$ cat src/rtl/fx_mac_pkg.sv
// Shared command/state encodings and datapath widths for the FX MAC controller.
package fx_mac_pkg;

  localparam int OPER_W  = 16;
  localparam int ACC_W   = 32;
  localparam int CACHE_W = 2 * OPER_W;

  typedef enum logic [1:0] {
    OP_ACCUM = 2'd0,
    OP_RESET = 2'd1,
    OP_LOAD  = 2'd2,
    OP_PEEK  = 2'd3
  } cmd_op_e;

  typedef enum logic [1:0] {
    ST_IDLE    = 2'd0,
    ST_ISSUE   = 2'd1,
    ST_CAPTURE = 2'd2,
    ST_OUT     = 2'd3
  } state_e;

endpackage

$ cat src/rtl/fx_mac_ctrl_if.sv
// Command/result handshake bundle between a requester (master) and fx_mac_ctrl (slave).
interface fx_mac_ctrl_if;
  import fx_mac_pkg::*;

  logic             cmd_valid;
  logic             cmd_ready;
  logic [1:0]       cmd_op;
  logic             cmd_sub;
  logic             res_valid;
  logic             res_ready;
  logic [ACC_W-1:0] res_data;

  modport master (
    output cmd_valid, cmd_op, cmd_sub, res_ready,
    input  cmd_ready, res_valid, res_data
  );

  modport slave (
    input  cmd_valid, cmd_op, cmd_sub, res_ready,
    output cmd_ready, res_valid, res_data
  );

endinterface

$ cat src/rtl/fx_mac_cache.sv
// Byte-writable 32-bit operand cache. FX_MAC_CACHE_AUTOINC_EN replaces the byte
// index with an internal wrapping write pointer cleared by ptr_clr.
module fx_mac_cache
  import fx_mac_pkg::*;
(
  input  logic               clk,
  input  logic               rst_n,
  input  logic               wr_en,
  input  logic [1:0]         wr_idx,
  input  logic [7:0]         wr_data,
  input  logic               ptr_clr,
  output logic [CACHE_W-1:0] cache
);

  logic [CACHE_W-1:0] cache_q;
  logic [CACHE_W-1:0] cache_d;
  logic [1:0]         sel_s;

`ifdef FX_MAC_CACHE_AUTOINC_EN
  logic [1:0] ptr_q;
  logic [1:0] ptr_d;
  logic [1:0] unused_idx_s;

  assign unused_idx_s = wr_idx;
  assign sel_s        = ptr_q;

  // Pointer advance; a clear takes priority over a simultaneous write.
  always_comb begin
    ptr_d = ptr_q;
    if (ptr_clr) begin
      ptr_d = 2'd0;
    end else if (wr_en) begin
      ptr_d = ptr_q + 2'd1;
    end else begin
      ptr_d = ptr_q;
    end
  end

  // Pointer register.
  always_ff @(posedge clk or negedge rst_n) begin
    if (!rst_n) begin
      ptr_q <= 2'd0;
    end else begin
      ptr_q <= ptr_d;
    end
  end
`else
  logic unused_clr_s;

  assign unused_clr_s = ptr_clr;
  assign sel_s        = wr_idx;
`endif

  // Byte merge into the cache word.
  always_comb begin
    cache_d = cache_q;
    if (wr_en) begin
      cache_d[{sel_s, 3'b000} +: 8] = wr_data;
    end else begin
      cache_d = cache_q;
    end
  end

  // Cache register.
  always_ff @(posedge clk or negedge rst_n) begin
    if (!rst_n) begin
      cache_q <= '0;
    end else begin
      cache_q <= cache_d;
    end
  end

  assign cache = cache_q;

endmodule

$ cat src/rtl/fx_mac_ctrl.sv
// Command sequencer for an external signed 16x16 MAC: snapshots the operand cache,
// strobes the MAC for one cycle and returns the accumulator (see fx_mac_cache for FX_MAC_CACHE_AUTOINC_EN).
module fx_mac_ctrl
  import fx_mac_pkg::*;
#(
  parameter int CACHE_BYTES = 4
) (
  input  logic              clk,
  input  logic              rst_n,
  input  logic              cache_wr_en,
  input  logic [1:0]        cache_wr_idx,
  input  logic [7:0]        cache_wr_data,
  fx_mac_ctrl_if.slave      bus,
  output logic [OPER_W-1:0] mac_a,
  output logic [OPER_W-1:0] mac_b,
  output logic              mac_mult_en,
  output logic              mac_reset_accum,
  output logic              mac_accumulate,
  output logic              mac_add_or_sub,
  input  logic [ACC_W-1:0]  mac_result
);

  if (CACHE_BYTES != 4) begin : g_bad_cache_bytes
    $error("fx_mac_ctrl: CACHE_BYTES must be 4");
  end

  state_e             state_q, state_d;
  cmd_op_e            op_q, op_d;
  cmd_op_e            cmd_op_s;
  logic [CACHE_W-1:0] cache_s;
  logic [CACHE_W-1:0] snap_q, snap_d;
  logic [ACC_W-1:0]   res_data_q, res_data_d;
  logic               res_valid_q, res_valid_d;
  logic               cmd_ready_q, cmd_ready_d;
  logic               mult_en_q, mult_en_d;
  logic               accumulate_q, accumulate_d;
  logic               reset_accum_q, reset_accum_d;
  logic               add_sub_q, add_sub_d;
  logic               accept_s;
  logic               ptr_clr_s;

  assign cmd_op_s  = cmd_op_e'(bus.cmd_op);
  assign accept_s  = bus.cmd_valid && cmd_ready_q;
  assign ptr_clr_s = accept_s && (cmd_op_s == OP_RESET);

  fx_mac_cache u_cache (
    .clk     (clk),
    .rst_n   (rst_n),
    .wr_en   (cache_wr_en),
    .wr_idx  (cache_wr_idx),
    .wr_data (cache_wr_data),
    .ptr_clr (ptr_clr_s),
    .cache   (cache_s)
  );

  // Next state; MAC strobes are decided at acceptance so they are live exactly during ISSUE.
  always_comb begin
    state_d       = state_q;
    op_d          = op_q;
    snap_d        = snap_q;
    res_data_d    = res_data_q;
    res_valid_d   = res_valid_q;
    mult_en_d     = 1'b1;
    accumulate_d  = 1'b0;
    reset_accum_d = 1'b0;
    add_sub_d     = 1'b0;
    case (state_q)
      ST_IDLE: begin
        if (accept_s) begin
          state_d = ST_ISSUE;
          op_d    = cmd_op_s;
          snap_d  = cache_s;
          case (cmd_op_s)
            OP_ACCUM: begin
              accumulate_d = 1'b1;
              add_sub_d    = bus.cmd_sub;
            end
            OP_LOAD: begin
              mult_en_d    = 1'b0;
              accumulate_d = 1'b1;
            end
            OP_RESET: reset_accum_d = 1'b1;
            OP_PEEK:  mult_en_d     = 1'b1;
            default:  mult_en_d     = 1'b1;
          endcase
        end else begin
          state_d = ST_IDLE;
        end
      end
      ST_ISSUE: begin
        if (op_q == OP_RESET) begin
          state_d = ST_IDLE;
        end else begin
          state_d = ST_CAPTURE;
        end
      end
      ST_CAPTURE: begin
        res_data_d  = mac_result;
        res_valid_d = 1'b1;
        state_d     = ST_OUT;
      end
      ST_OUT: begin
        if (bus.res_ready) begin
          res_valid_d = 1'b0;
          state_d     = ST_IDLE;
        end else begin
          state_d = ST_OUT;
        end
      end
      default: state_d = ST_IDLE;
    endcase
    cmd_ready_d = (state_d == ST_IDLE);
  end

  // Controller registers; the MAC clear strobe leaves reset high to wipe the accumulator.
  always_ff @(posedge clk or negedge rst_n) begin
    if (!rst_n) begin
      state_q       <= ST_IDLE;
      op_q          <= OP_ACCUM;
      snap_q        <= '0;
      res_data_q    <= '0;
      res_valid_q   <= 1'b0;
      cmd_ready_q   <= 1'b0;
      mult_en_q     <= 1'b1;
      accumulate_q  <= 1'b0;
      reset_accum_q <= 1'b1;
      add_sub_q     <= 1'b0;
    end else begin
      state_q       <= state_d;
      op_q          <= op_d;
      snap_q        <= snap_d;
      res_data_q    <= res_data_d;
      res_valid_q   <= res_valid_d;
      cmd_ready_q   <= cmd_ready_d;
      mult_en_q     <= mult_en_d;
      accumulate_q  <= accumulate_d;
      reset_accum_q <= reset_accum_d;
      add_sub_q     <= add_sub_d;
    end
  end

  assign mac_a           = snap_q[OPER_W-1:0];
  assign mac_b           = snap_q[CACHE_W-1:OPER_W];
  assign mac_mult_en     = mult_en_q;
  assign mac_accumulate  = accumulate_q;
  assign mac_reset_accum = reset_accum_q;
  assign mac_add_or_sub  = add_sub_q;

  assign bus.cmd_ready = cmd_ready_q;
  assign bus.res_valid = res_valid_q;
  assign bus.res_data  = res_data_q;

endmodule

$ cat src/flat_wrapper.sv
// flat-port wrapper written by rule: the top's interface ports become plain ports
module fx_mac_ctrl_flat import fx_mac_pkg::*;
#(
  parameter int CACHE_BYTES = 4
)
  (clk, rst_n, cache_wr_en, cache_wr_idx, cache_wr_data, mac_a, mac_b, mac_mult_en, mac_reset_accum, mac_accumulate, mac_add_or_sub, mac_result, bus_cmd_valid, bus_cmd_op, bus_cmd_sub, bus_res_ready, bus_cmd_ready, bus_res_valid, bus_res_data);
  fx_mac_ctrl_if bus_i ();
  input  logic clk;
  input  logic rst_n;
  input  logic cache_wr_en;
  input  logic [1:0] cache_wr_idx;
  input  logic [7:0] cache_wr_data;
  output logic [OPER_W-1:0] mac_a;
  output logic [OPER_W-1:0] mac_b;
  output logic mac_mult_en;
  output logic mac_reset_accum;
  output logic mac_accumulate;
  output logic mac_add_or_sub;
  input  logic [ACC_W-1:0] mac_result;
  input wire logic [$bits(bus_i.cmd_valid)-1:0] bus_cmd_valid;
  input wire logic [$bits(bus_i.cmd_op)-1:0] bus_cmd_op;
  input wire logic [$bits(bus_i.cmd_sub)-1:0] bus_cmd_sub;
  input wire logic [$bits(bus_i.res_ready)-1:0] bus_res_ready;
  output wire logic [$bits(bus_i.cmd_ready)-1:0] bus_cmd_ready;
  output wire logic [$bits(bus_i.res_valid)-1:0] bus_res_valid;
  output wire logic [$bits(bus_i.res_data)-1:0] bus_res_data;
  assign bus_i.cmd_valid = bus_cmd_valid;
  assign bus_i.cmd_op = bus_cmd_op;
  assign bus_i.cmd_sub = bus_cmd_sub;
  assign bus_i.res_ready = bus_res_ready;
  assign bus_cmd_ready = bus_i.cmd_ready;
  assign bus_res_valid = bus_i.res_valid;
  assign bus_res_data = bus_i.res_data;
  fx_mac_ctrl #(.CACHE_BYTES(CACHE_BYTES)) u_core (.clk(clk), .rst_n(rst_n), .cache_wr_en(cache_wr_en), .cache_wr_idx(cache_wr_idx), .cache_wr_data(cache_wr_data), .bus(bus_i), .mac_a(mac_a), .mac_b(mac_b), .mac_mult_en(mac_mult_en), .mac_reset_accum(mac_reset_accum), .mac_accumulate(mac_accumulate), .mac_add_or_sub(mac_add_or_sub), .mac_result(mac_result));
endmodule
$ cat config.mk
export PLATFORM = sky130hd
export DESIGN_NAME = fx_mac_ctrl_flat
export DESIGN_NICKNAME = d
export VERILOG_FILES = /design/src/rtl/fx_mac_pkg.sv /design/src/rtl/fx_mac_ctrl_if.sv /design/src/rtl/fx_mac_cache.sv /design/src/rtl/fx_mac_ctrl.sv /design/src/flat_wrapper.sv
export SDC_FILE = /design/constraint.sdc
export NUM_CORES = 1
export LEC_CHECK = 0
export CORE_ASPECT_RATIO = 1.25
export CORE_MARGIN = 2
export CORE_UTILIZATION = 45
export DETAILED_ROUTE_END_ITERATION = 8
export PLACE_DENSITY = 0.73
export SLEW_MARGIN = 20
export SYNTH_ARGS = -nofsm -noshare
export SYNTH_HDL_FRONTEND = slang
export SYNTH_SLANG_ARGS = --single-unit
$ cat constraint.sdc
create_clock -name clk -period 1.8 [get_ports clk]
set_input_delay 0.36 -clock clk [delete_from_list [all_inputs] [get_ports clk]]
set_output_delay 0.36 -clock clk [all_outputs]
set_load 0.05 [all_outputs]
== Yosys cells after proc, flatten, opt, wreduce, memory -nomap -nowiden ==
Cells that the tools add are included.
Storage, ports and cells
  register bits: 106
  word-level logic and storage cells: 48
  input bits: 50
Operators by class
  equal/unequal tests: 7
  $add $sub $neg: 1
  shifts and indexed selects: 2
  mux-type cells: 19
  reduce and logical (&&, ||, !) cells: 8
Operator list (number)
  bitwise mux 32 bit: 1
  variable shift 8 x 7 -> 32 bit (first input constant): 1
  variable part select 8 x 7 -> 32 bit: 1
  2-to-1 mux 1 bit: 14
  one-hot mux 2 bit (4 select lines): 1
  negation 5 -> 7 bit: 1
  equality test 2 x 1 -> 1 bit (second input constant): 3
  equality test 2 bit (second input constant): 3
  logical NOT 2 bit: 3
  2-to-1 mux 2 bit: 2
  AND reduction 2 bit: 2
  != test 2 bit (second input constant): 1
  one-hot mux 1 bit (2 select lines): 1
  nonzero test 2 bit: 1
  OR reduction 2 bit: 1
  logical AND 1 bit: 1

== Longest topological paths before layout ==
Gate-level depths: netlist (run 1).
  word-level depth: 5
  mapped depth: 5
  gate-level depth less buffers: 4

== Cells and area by module ==
Synthesis (run 1) repeated with hierarchy kept, for this count alone.
Second synthesis, totals
  cell total of the unflattened synthesis: 277
  area, all modules: 4351.7 µm²
Modules (own cells, without submodules)
  fx_mac_ctrl: times used 1, area each 2900.3 µm², cells each 164
  fx_mac_cache: times used 1, area each 1451.4 µm², cells each 113

== Worst setup path before layout (run 1) ==
OpenSTA, ideal clock, no wires.
  path type: reg2reg
  start point: reg u_core.cmd_ready_q, in the netlist u_core.bus.cmd_ready
  end point: reg u_core.snap_q[10]
  data required time: 1.675 ns
  arrival time: 1.480 ns
  stages on the path, launching flop included: 5
  path slack: 0.195 ns
  period minus slack after synthesis: 1.605 ns
  cell sequence: dfrtp_1 -> and4bb_1 -> buf_6 -> buf_6 -> mux2_4
Between the ends
  cells in the longest elaborated chain, start to end: 2
RTL lines
  start: declaration: line fx_mac_ctrl.sv:34  | logic cmd_ready_q, cmd_ready_d;
  start signal: assignment: line fx_mac_ctrl.sv:134  | cmd_ready_q <= cmd_ready_d;
  logical AND 1 bit: line fx_mac_ctrl.sv:43  | assign accept_s = bus.cmd_valid && cmd_ready_q;
  AND reduction 2 bit (no source line)
  end signal: assignment: line fx_mac_ctrl.sv:131  | snap_q <= snap_d;
  end: declaration: line fx_mac_ctrl.sv:31  | logic [CACHE_W-1:0] snap_q, snap_d;
No other way between the ends.
A chain may end at the register's enable or synchronous reset.

== Worst setup path in the final report (run 1) ==
  start point: in cache_wr_idx[1]
  end point: reg u_core.u_cache.cache_q[6], in the netlist u_core.u_cache.cache[6]
Between the ends
  cells in the longest elaborated chain, start to end: 3
  elaborated cells on any way between the ends: 4
  classes of those cells: add/sub: 1; shift: 2; mux: 1
RTL lines
  start: declaration: line flat_wrapper.sv:11  | input logic [1:0] cache_wr_idx;
  negation 5 -> 7 bit (*): line fx_mac_cache.sv:58  | cache_d[{sel_s, 3'b000} +: 8] = wr_data;
  variable part select 8 x 7 -> 32 bit / variable shift 8 x 7 -> 32 bit (equally long branches): line fx_mac_cache.sv:58
  bitwise mux 32 bit (*): line fx_mac_cache.sv:58
  end signal: assignment: line fx_mac_cache.sv:69  | cache_q <= cache_d;
  end: declaration: line fx_mac_cache.sv:15  | logic [CACHE_W-1:0] cache_q;
Mark *: on every way between the ends. The rest lies on a longest branch, timed or not.

==> results of run 1 <==
-- state kept, by name, indices dropped and copies added, names as in the netlist --
name	cells
u_core.bus.res_valid	1
u_core.u_cache.cache	32
u_core.mac_mult_en	1
u_core.bus.cmd_ready	1
u_core.op_q	2
u_core.mac_reset_accum	1
u_core.state_q	2
u_core.mac_add_or_sub	1
u_core.snap_q	32
u_core.bus.res_data	32
u_core.mac_accumulate	1
-- layer usage --
| metal | vias to the layer above | share of wire (%) |
|---|---|---|
| met3 | 12 | 6.9 |
| li1 | 1299 | - |
| met5 | - | 0 |
| met1 | 1367 | 45 |
| met2 | 117 | 47 |
| met4 | 0 | 1.5 |
-- stage by stage --
step | cell area, um^2 | util, % | hold WS, ps
2_1_floorplan | 4340 | - | 64.4
3_3_place_gp | 5560 | 58.4 | 268
3_5_place_dp | 5560 | 58.4 | 272
4_1_cts | 5860 | 61.7 | 457
5_1_grt | 5870 | 61.8 | 471
6_report | 5870 | 61.8 | 452
-- power by group --
group          switching (mW)  internal (mW)  total (mW)
clock network           0.821           1.12        1.94
registers               0.428           3.15        3.58
logic                    3.28           2.00        5.29
-- worst max-delay path by stage --
stage,cells after the start,to,from
final,5,u_core.u_cache.cache[6],cache_wr_idx[1]
after global routing,5,u_core.u_cache.cache[6],cache_wr_idx[1]
after CTS,5,u_core.u_cache.cache[6],cache_wr_idx[1]
after detailed placement,5,u_core.u_cache.cache[6],cache_wr_idx[1]
after global placement,5,u_core.u_cache.cache[3],cache_wr_idx[1]
after floorplan,4,u_core.snap_q[10],u_core.bus.cmd_ready
-- cells by family (layout without fill, tap and decap cells) --
family                     Yosys count  count (layout)  share of synthesized area (%)
AOI/OAI and AO/OA                   36              36                           7.22
adders and majority gates            5               5                           1.44
and+or+nand+nor                     51              51                           7.50
buffers and inverters               22             152                           2.94
muxes                               66              66                           19.7
DFF                                106             106                           61.2
-- synth_stat cells (3+ instances only) --
| library cell | instances | area [um^2] |
|---|---|---|
| dfrtp_1 | 104 | 2600 |
| mux2_2 | 37 | 417 |
| o2bb2ai_1 | 32 | 280 |
| mux2_4 | 29 | 435 |
| nand3_1 | 22 | 110 |
| clkbuf_1 | 10 | 37.5 |
| nand4b_1 | 10 | 87.6 |
| nand2_1 | 6 | 22.5 |
| ha_1 | 5 | 62.6 |
| buf_6 | 4 | 45.0 |
| buf_2 | 3 | 15.0 |
| buf_4 | 3 | 22.5 |
| or3b_2 | 3 | 26.3 |
-- final cells by class --
cell class / count / area share, %
repair buffers: 134 / 20.3
flip-flops and latches: 106 / 45.2
multi-input cells: 158 / 26.6
well taps: 126 / 2.68
inverters: 2 / 0.128
clock inverters: 4 / 0.874
clock buffers: 12 / 4.20
-- timing repair --
action / CTS / global route
hold buffers: 1 / 0
resized for setup: 0 / 3
endpoints found under the hold margin: 18 / 0
setup endpoints to repair: 0 / 24
==> metrics, run 1 <==
GRT met3 Usage 3.43%; Critical Path End Type flip-flop; total gr overflow 0; CTS tree yes; layout cell share with drive strength beyond 1 41.6%; CP arrival between 1500 and 2000 ps; EDFF count, synth 0; routed vias/inst around 5.2; Setup-failing EPs final 0; Port Buffers ~120; FF+latch count, synth 106; max-slew violations 0; Clock Skew between 5 and 6 ps; overall power approximately 11 mW; die area approximately 10000 um^2; Synth-to-Final Area Change 35.4%; Clock Tree Buf Depth 2; multi-input logic area 1560 um^2; max-cap viol count 0; Core Footprint about 9500 um^2; Die Y 114 um; All-Layer GR Usage between 10% and 20%; critical path cell sequence clkdlybuf4s50_1, inv_1, ha_1, or3b_4, o2bb2ai_1; Row Count 40; I/O pins 120; Reg area approximately 2700 um^2; Placer Congestion approximately 0.83; CP Max Fanout 8; Worst Path Buf+Inv 2; DP HPWL between 6000 and 7000 um; Die X-Extent approximately 92 um; slowest CP cell clkdlybuf4s50_1; dpl cells 525; Crit path largest cell delay approximately 520 ps; cell family with most CP delay buffers and inverters; fmax between 0.5 and 0.6 GHz; dpl ws -343 ps; Final Hold Viols 0; Worst Path Required 2060 ps; syn_area_per_cell 15.2 um^2; met2 usage between 20% and 30%; vias post-DR between 2000 and 3000; Final WS setup 115 ps; asr flop ratio synth between 90% and 100%; reg2reg setup slack approximately 310 ps; r2r endpoint u_core.op_q[0]; Synth Net Count roughly 340; initial antenna violation count 0; Fillers ~760; crit start category primary input; global-route wire length before repair 14900 um; M1 GR Usage roughly a quarter; r2r worst-path depth 3; CTS buffer count 9; leakage power roughly 2.7 nW; CTS H-tree lvls 3; clock root buffer clkbuf_16; Post-Route WL ~9000 um; final non-filler cell total about 540; postcts setup bufs 0; Starting Density roughly 46%; DR pass1 iterations 4; launching point of the worst reg2reg path u_core.state_q[1]; Cells after Synth 286; worst vdd ir 735 uV; setup tns final 0 ps; Clock Sinks between 100 and 150; 1st-iter DRT viols 50; most frequent cells in the layout dfrtp_1, buf_4, clkdlybuf4s50_1; sequential area share after synthesis between 60 and 70%; RSZ-0062 raised after global routing false; synth warn 0; Worst-Skew Late Latency around 340 ps; largest net degree at the start of global routing 42; Hold Crit Class in2async; final net count roughly 470; Post-DRT Antenna Nets 0; routed len/inst roughly 17 um; outcome finished clean; DRC Markers 0; PD cells ~1800 nW/um^2; Post-synth top flop dfrtp_1; fin crit share 93.6%; vias in the first global route about 2900; Worst-path clk slew approximately 70 ps; Mapped Area around 4300 um^2; most common cell after layout, fill and taps aside dfrtp_1; global routing's busiest layer met2; Tmin final roughly 1700 ps; diodes inserted 0; synth unique cells 27; worst slew pin tran roughly 320 ps; relative slew slack 78.7%; critical path class in2reg
Power figures use the tool's default switching activity.
==> run 2, diff against run 1 <==
Settings changed: HOLD_SLACK_MARGIN from default to 0.05.
==> results of run 2 <==
No change in the layout: final DEF, timing and power equal those of run 1.
